**config.mk**
```make
export PLATFORM = sky130hd
export DESIGN_NAME = axi4_stream_pkt_arb
export DESIGN_NICKNAME = d
export VERILOG_FILES = /design/src/rtl/axi4_stream_pkt_arb.sv
export SDC_FILE = /design/constraint.sdc
export NUM_CORES = 1
export LEC_CHECK = 0
export ABC_AREA = 1
export CORE_AREA = 2 2 197 199
export CTS_CLUSTER_SIZE = 24
export DETAILED_ROUTE_END_ITERATION = 10
export DIE_AREA = 0 0 199 201
export SLEW_MARGIN = 10
export SYNTH_ARGS = -nofsm -noshare
export SYNTH_HDL_FRONTEND = slang
export SYNTH_SLANG_ARGS = --single-unit
```
**constraint.sdc**
```tcl
create_clock -name clk_i -period 1.7 [get_ports clk_i]
set_input_delay 0.255 -clock clk_i [delete_from_list [all_inputs] [get_ports clk_i]]
set_output_delay 0.255 -clock clk_i [all_outputs]
set_load 0.01 [all_outputs]
```
**src/rtl/axi4_stream_pkt_arb.sv**
```systemverilog
// Round-robin packet arbiter: grants one AXI4-Stream source per packet, holds the grant
// until tlast, and latches that source's fragment size for the downstream fragmenter.
module axi4_stream_pkt_arb #(
    parameter  int unsigned N_SRC               = 4,
    parameter  int unsigned TDATA_WIDTH         = 64,
    parameter  int unsigned TID_WIDTH           = 1,
    parameter  int unsigned TDEST_WIDTH         = 1,
    parameter  int unsigned TUSER_WIDTH         = 1,
    parameter  int unsigned MAX_FRAG_SIZE       = 2048,
    localparam int unsigned MAX_FRAG_SIZE_WIDTH = $clog2(MAX_FRAG_SIZE)
) (
    input  logic                                          clk_i,
    input  logic                                          rst_i,
    input  logic [N_SRC-1:0]                              src_en_i,
    input  logic [N_SRC*(MAX_FRAG_SIZE_WIDTH+1)-1:0]      frag_size_i,
    input  logic [N_SRC*TDATA_WIDTH-1:0]                  pkt_i_tdata,
    input  logic [N_SRC*(TDATA_WIDTH/8)-1:0]              pkt_i_tstrb,
    input  logic [N_SRC*(TDATA_WIDTH/8)-1:0]              pkt_i_tkeep,
    input  logic [N_SRC-1:0]                              pkt_i_tlast,
    input  logic [N_SRC*TID_WIDTH-1:0]                    pkt_i_tid,
    input  logic [N_SRC*TDEST_WIDTH-1:0]                  pkt_i_tdest,
    input  logic [N_SRC*TUSER_WIDTH-1:0]                  pkt_i_tuser,
    input  logic [N_SRC-1:0]                              pkt_i_tvalid,
    output logic [N_SRC-1:0]                              pkt_i_tready,
    output logic [TDATA_WIDTH-1:0]                        pkt_o_tdata,
    output logic [TDATA_WIDTH/8-1:0]                      pkt_o_tstrb,
    output logic [TDATA_WIDTH/8-1:0]                      pkt_o_tkeep,
    output logic                                          pkt_o_tlast,
    output logic [TID_WIDTH-1:0]                          pkt_o_tid,
    output logic [TDEST_WIDTH-1:0]                        pkt_o_tdest,
    output logic [TUSER_WIDTH-1:0]                        pkt_o_tuser,
    output logic                                          pkt_o_tvalid,
    input  logic                                          pkt_o_tready,
    output logic [MAX_FRAG_SIZE_WIDTH:0]                  frag_size_o,
    output logic [N_SRC-1:0]                              grant_o,
    output logic                                          busy_o
);

    localparam int unsigned IDX_W  = $clog2(N_SRC);
    localparam int unsigned FS_W   = MAX_FRAG_SIZE_WIDTH + 1;
    localparam int unsigned KEEP_W = TDATA_WIDTH / 8;

    typedef enum logic {IDLE, PASS} state_t;

    state_t             r_state;
    state_t             w_state_nxt;
    logic [N_SRC-1:0]   r_grant;
    logic [IDX_W-1:0]   r_gidx;
    logic [IDX_W-1:0]   r_last_grant;
    logic [FS_W-1:0]    r_frag_size;

    logic [N_SRC-1:0]   w_req;
    logic               w_lo_vld;
    logic [IDX_W-1:0]   w_lo_idx;
    logic               w_hi_vld;
    logic [IDX_W-1:0]   w_hi_idx;
    logic               w_sel_vld;
    logic [IDX_W-1:0]   w_sel_idx;
    logic               w_pkt_done;

    // Rotated priority search: the lowest requester above last_grant wins,
    // otherwise the lowest requester overall (the wrap-around case).
    always_comb begin
        w_req    = pkt_i_tvalid & src_en_i;
        w_lo_vld = 1'b0;
        w_lo_idx = '0;
        w_hi_vld = 1'b0;
        w_hi_idx = '0;
        for (int unsigned i = N_SRC; i > 0; i--) begin
            if (w_req[IDX_W'(i - 1)]) begin
                w_lo_vld = 1'b1;
                w_lo_idx = IDX_W'(i - 1);
                if (IDX_W'(i - 1) > r_last_grant) begin
                    w_hi_vld = 1'b1;
                    w_hi_idx = IDX_W'(i - 1);
                end
            end
        end
        w_sel_vld = w_lo_vld;
        w_sel_idx = w_hi_vld ? w_hi_idx : w_lo_idx;
    end

    always_comb begin
        pkt_o_tdata  = '0;
        pkt_o_tstrb  = '0;
        pkt_o_tkeep  = '0;
        pkt_o_tlast  = 1'b0;
        pkt_o_tid    = '0;
        pkt_o_tdest  = '0;
        pkt_o_tuser  = '0;
        pkt_o_tvalid = 1'b0;
        pkt_i_tready = '0;
        if (r_state == PASS) begin
            pkt_o_tdata  = pkt_i_tdata[r_gidx*TDATA_WIDTH +: TDATA_WIDTH];
            pkt_o_tstrb  = pkt_i_tstrb[r_gidx*KEEP_W +: KEEP_W];
            pkt_o_tkeep  = pkt_i_tkeep[r_gidx*KEEP_W +: KEEP_W];
            pkt_o_tlast  = pkt_i_tlast[r_gidx];
            pkt_o_tid    = pkt_i_tid[r_gidx*TID_WIDTH +: TID_WIDTH];
            pkt_o_tdest  = pkt_i_tdest[r_gidx*TDEST_WIDTH +: TDEST_WIDTH];
            pkt_o_tuser  = pkt_i_tuser[r_gidx*TUSER_WIDTH +: TUSER_WIDTH];
            pkt_o_tvalid = pkt_i_tvalid[r_gidx];
            pkt_i_tready[r_gidx] = pkt_o_tready;
        end
    end

    always_comb begin
        w_pkt_done  = (r_state == PASS) && pkt_o_tvalid && pkt_o_tready && pkt_o_tlast;
        w_state_nxt = r_state;
        case (r_state)
            IDLE:    if (w_sel_vld)  w_state_nxt = PASS;
            PASS:    if (w_pkt_done) w_state_nxt = IDLE;
            default: w_state_nxt = IDLE;
        endcase
    end

    always_ff @(posedge clk_i or posedge rst_i) begin
        if (rst_i) begin
            r_state      <= IDLE;
            r_grant      <= '0;
            r_gidx       <= '0;
            r_last_grant <= IDX_W'(N_SRC - 1);
            r_frag_size  <= '0;
        end else begin
            r_state <= w_state_nxt;
            if (r_state == IDLE && w_sel_vld) begin
                r_gidx      <= w_sel_idx;
                r_grant     <= {{(N_SRC-1){1'b0}}, 1'b1} << w_sel_idx;
                r_frag_size <= frag_size_i[w_sel_idx*FS_W +: FS_W];
            end else if (w_pkt_done) begin
                r_last_grant <= r_gidx;
                r_grant      <= '0;
            end
        end
    end

    assign grant_o     = r_grant;
    assign busy_o      = (r_state == PASS);
    assign frag_size_o = r_frag_size;

endmodule

```
==> Word-level counts from Yosys, hierarchy flattened <==
Cells that the tools add are included.
{ "word_totals": {"regBits": 21, "wordCells": 76, "out_inout_bits": 106} }
{ "op_classes": {"n_reduce_logical": 7, "shifts": 8, "multipliers": 1, "magnitude_cmp": 6, "n_bitwise": 4, "muxes": 45} }
{ "op_table": {"columns": ["operator", "n"], "rows": [
  ["$shiftx A256 B9 Y64", 1],
  ["$mux W64", 1],
  ["$shiftx A32 B6 Y8", 2],
  ["$shiftx A48 B7 Y12", 1],
  ["$mux W2", 13],
  ["$mux W1", 22],
  ["$mux W8", 2],
  ["$mux W4", 3],
  ["$shiftx A4 B3 Y1", 3],
  ["$and A4 B4 Y4", 2],
  ["$logic_and A1 B1 Y1", 5],
  ["$bmux W1 S2", 2],
  ["$gt A1 B2 Y1 const A", 2],
  ["$gt A2 B2 Y1 const A", 2],
  ["$mul A2 B2 Y4 const B", 1],
  ["$shl A1 B2 Y4 const A", 1],
  ["$lt A2 B3 Y1 const B", 1],
  ["$demux W1 S2", 1],
  ["$ge A2 B1 Y1 const B", 1],
  ["$not A1 Y1", 2],
  ["$pmux W1 S2", 1],
  ["$reduce_and A2 Y1", 1],
  ["$reduce_bool A2 Y1", 1]
]} }

==> Longest topological paths before layout <==
{ "logic_depth": {"ltp_word": 12, "depth_mapped": 14, "depth_no_buf": 13} }

==> Least setup slack after synthesis <==
OpenSTA, ideal clock, no wires.
{ "synth_path": {"path_type": "flip-flop to output port", "from": "register r_state, in the netlist busy_o", "to": "output pkt_o_tdata[10]", "arrival_ns": 1.362, "path_stages_with_launch": 5, "setup_slack_ns": 0.083, "n_path_buf": 2, "path_cell_list": "dfrtp_1 -> inv_1 -> clkbuf_1 -> clkbuf_1 -> a21oi_2"} }
{ "synth_between": {"elab_chain_cells": 1} }
{ "synth_lines": {"columns": ["element", "line", "text"], "rows": [
  ["from (decl)", "45", "state_t r_state;"],
  ["from (signal assigned)", "124", "r_state <= w_state_nxt;"],
  ["$mux W64", "93", "if (r_state == PASS) begin"],
  ["to (decl)", "25", "output logic [TDATA_WIDTH-1:0] pkt_o_tdata,"]
]} }
Every way passes these cells.

==> Worst setup path in the final report <==
{ "layout_path": {"from": "register r_gidx[1]", "to": "output pkt_o_tdata[41]"} }
{ "layout_between": {"elab_chain_cells": 2} }
{ "layout_lines": {"columns": ["element", "line", "text"], "rows": [
  ["from (decl)", "48", "logic [IDX_W-1:0] r_gidx;"],
  ["from (signal assigned)", "126", "r_gidx <= w_sel_idx;"],
  ["$shiftx A256 B9 Y64", "94", "pkt_o_tdata = pkt_i_tdata[r_gidx*TDATA_WIDTH +: TDATA_WIDTH];"],
  ["$mux W64", "93", null]
]} }
Every way passes these cells.

==> flow_metrics.py <==
metrics = {
    "sta": {
        "skew_ns": 0.001407,
        "worst_slew_pin_slew_ns": 0.4120,
        "finalSetupTns_ns": -27.68,
        "setup_viol": 92,
        "fin_crit_ns": 2.106,
        "slew_violations": 0,
        "slew_headroom_pct": 72.50,
        "worst_slack_ns": -0.4064,
        "min_period_over_period_pct": 123.9,
        "fmaxAchievable_ghz": 0.4748,
        "hold_viol_final": 0,
        "grt_setup_unrepaired": "true",
        "whs_ns": 0.2740,
    },
    "die": {
        "start_util_pct": 10.88,
        "core_um2": 38110,
        "io_pins": 501,
        "die_height_um": 201,
        "rows": 72,
        "die_x_um": 199,
        "die_area_um2": 40000,
    },
    "clocking": {
        "cts_buffer_depth": 2,
        "clockRootBuffer": "clkbuf_16",
        "clock-sinks": 21,
        "clkTransAtPathRegs_ns": 0.06,
        "cts-buffers-inserted": 3,
        "htreeDepth": 1,
        "cts_tree": "built",
        "insertion_delay_ns": 0.26,
    },
    "power": {
        "ir_drop_v": 0.0005681,
        "power_density_nw_per_um2": 1492,
        "p_leak_nw": 4.583,
        "total_power_mw": 17.60,
    },
    "synthesis": {
        "synthMuxAreaShare_pct": 0,
        "ys_ff_latch": 21,
        "synth_area_leaders": "a22oi_2 21%, a22oi_1 18%, a21oi_2 15%",
        "synthesis.nets": 938,
        "yosys-top-cells-count": "146 x nand2_1, 98 x a22oi_1, 70 x a21oi_2, 70 x a22oi_2, 29 x nand3_1",
        "synthSimpleGateAreaFrac_pct": 19.61,
        "synth_compound_area_share_pct": 56.88,
        "synthFlopType": "dfrtp_1",
        "synth_cell_type_count": 27,
        "synthDominantCellAreaShare_pct": 21.12,
        "synth_top_area_cell": "a22oi_2",
        "synth-adder-area-share_pct": 0,
        "syn_area_um2": 4146,
        "synthCells": 543,
        "synth_top_family_by_area": "compound AO/OA/AOI/OAI gates",
        "async_flop_share_pct": 100.0,
        "synth_edf_count": 0,
        "synth_most_common_cell": "nand2_1",
        "synth_warnings": 0,
        "synth_xor_area_share_pct": 0,
        "ys_seq_area_share_pct": 12.73,
        "avgSynthCellArea_um2": 7.636,
    },
    "final_layout": {
        "syn_to_final_growth_pct": 184.4,
        "layout.nets": 1547,
        "finalNonFillerCells": 1675,
        "stdcell_area_um2": 11790,
        "drive_gt1_share_pct": 45.44,
        "post-route-util_pct": 30.95,
    },
    "worst_setup_path": {
        "crit_buf_inv": 6,
        "critPathCaptureType": "output pin",
        "critPathArrivalTime_ns": 1.85,
        "timing.rr.end": "grant_o[3]",
        "worst_path_most_repeated_cell": "buf_12",
        "cp.required_ns": 1.44,
        "worstPathCellList": "buf_6, nor2_4, buf_12, buf_12, buf_12, buf_6, a22oi_2, a21oi_2, buf_12",
        "cp_top_family": "buffers and inverters",
        "critPathSlowestCell": "dfrtp_1",
        "path_max_fanout": 7,
        "startpoint_type": "flip-flop",
        "r2r_slack_ns": -0.21,
        "worstSetupPathType": "reg -> out",
        "ff2ff_path_depth": 12,
        "r2r_start": "r_gidx[0]",
        "slowest_delay_ns": 0.42,
    },
    "routing": {
        "drt_iter0_drc": 215,
        "via_per_inst": 4.092,
        "ant_nets": 0,
        "routedWlPerCell_um": 20.80,
        "drtPass1Iterations": 4,
        "wirelength_mm": 34.85,
        "vias": 6854,
        "drcViolationCount": 0,
    },
    "hold_path": {
        "hp-class": "in -> async",
    },
    "grt": {
        "grt_pass1_vias": 7145,
        "grt_max_degree": 35,
        "grt_use_total_pct": 15.38,
        "grt_pass1_wl_mm": 45.30,
        "antenna_found_initial": 7,
        "grt_overflow": 0,
    },
    "placed_design": {
        "place_congestion": 0.9032,
        "dp_slack_ns": -0.4823,
        "hpwl_mm": 26.76,
        "port-buffer-count": 500,
        "dp.cells": 1607,
        "dpl-instance-area_um2": 10510,
    },
    "job": {
        "maxCapViolations": 0,
    },
    "run_status": {
        "violations": "setup timing",
        "status": "complete, but fails checks",
    },
}
==> layout by cell type, fill, tap and decap left out, types with 3 or more instances in the layout <==
| cell type | netlist | layout |
|---|---|---|
| buf_4 | 16 | 66 |
| inv_2 | 7 | 5 |
| a22oi_1 | 98 | 26 |
| nand2_4 | 2 | 6 |
| nand2_1 | 146 | 127 |
| buf_16 | 0 | 5 |
| diode_2 | 0 | 6 |
| nand3_1 | 29 | 22 |
| a22oi_2 | 70 | 142 |
| clkbuf_16 | 0 | 10 |
| inv_1 | 5 | 3 |
| nand3_2 | 0 | 7 |
| a21oi_2 | 70 | 73 |
| clkdlybuf4s50_1 | 0 | 409 |
| dfrtp_1 | 19 | 19 |
| buf_12 | 0 | 34 |
| o31ai_1 | 4 | 4 |
| buf_6 | 4 | 51 |
| nand2_2 | 4 | 19 |
| nor2_4 | 2 | 3 |
| inv_4 | 0 | 3 |
| buf_2 | 18 | 71 |
| a21oi_1 | 15 | 10 |
| buf_8 | 7 | 10 |
==> worst max-delay path by stage <==
stage | depth (start not counted) | startpoint | to | slack [ns]
floorplan | 4 | busy_o | pkt_o_tdata[10] | 0.08
global placement | 7 | r_gidx[1] | pkt_o_tdata[15] | -0.49
detailed placement | 7 | r_gidx[0] | pkt_o_tdata[56] | -0.48
CTS | 9 | r_gidx[0] | pkt_o_tdata[15] | -0.45
global route | 9 | r_gidx[0] | pkt_o_tdata[21] | -0.48
finish | 9 | r_gidx[1] | pkt_o_tdata[41] | -0.41
==> report_power, final <==
part,leakage [nW],internal (mW),switching [mW]
clock network,0.0409,0.317,0.211
registers,0.262,0.728,0.173
logic,4.28,8.49,7.68
total,4.58,9.53,8.07
==> state kept, by name (all words and copies together) (netlist names) <==
| signal | cells |
|---|---|
| frag_size_o | 12 |
| grant_o | 4 |
| r_gidx | 2 |
| r_last_grant | 2 |
| busy_o | 1 |
==> cell type report <==
class / count / area, um2
Fill cell: 4015 / 26310
Antenna cell: 6 / 15.01
Inverter: 12 / 57.56
Clock inverter: 1 / 5.005
Sequential cell: 21 / 528.0
Clock buffer: 3 / 75.07
Timing Repair Buffer: 657 / 6704
Tap cell: 518 / 648.1
Multi-Input combinational cell: 457 / 3761
==> layer usage <==
layer | routed length (um) | global-route usage [%]
met1 | 13480 | 17.16
met2 | 17420 | 27.53
met3 | 2865 | 4.267
met4 | 1069 | 5.730
met5 | 16 | 0
==> kinds of logic after synthesis <==
| logic type | count (synthesis) |
|---|---|
| simple gates | 192 |
| buf+inv | 68 |
| flops | 21 |
| compound gates | 262 |
==> timing repair <==
item / 4_1_cts / 5_1_grt
hold buffers: 0 / 0
gates resized for setup: 464 / 87
endpoints found under the setup margin: 97 / 107
gates cloned: 8 / 10
buffers inserted: 31 / 16
hold endpoints to repair: 0 / 0
pin swaps: 63 / 75
Note: power is estimated with default switching activity, not from simulation.
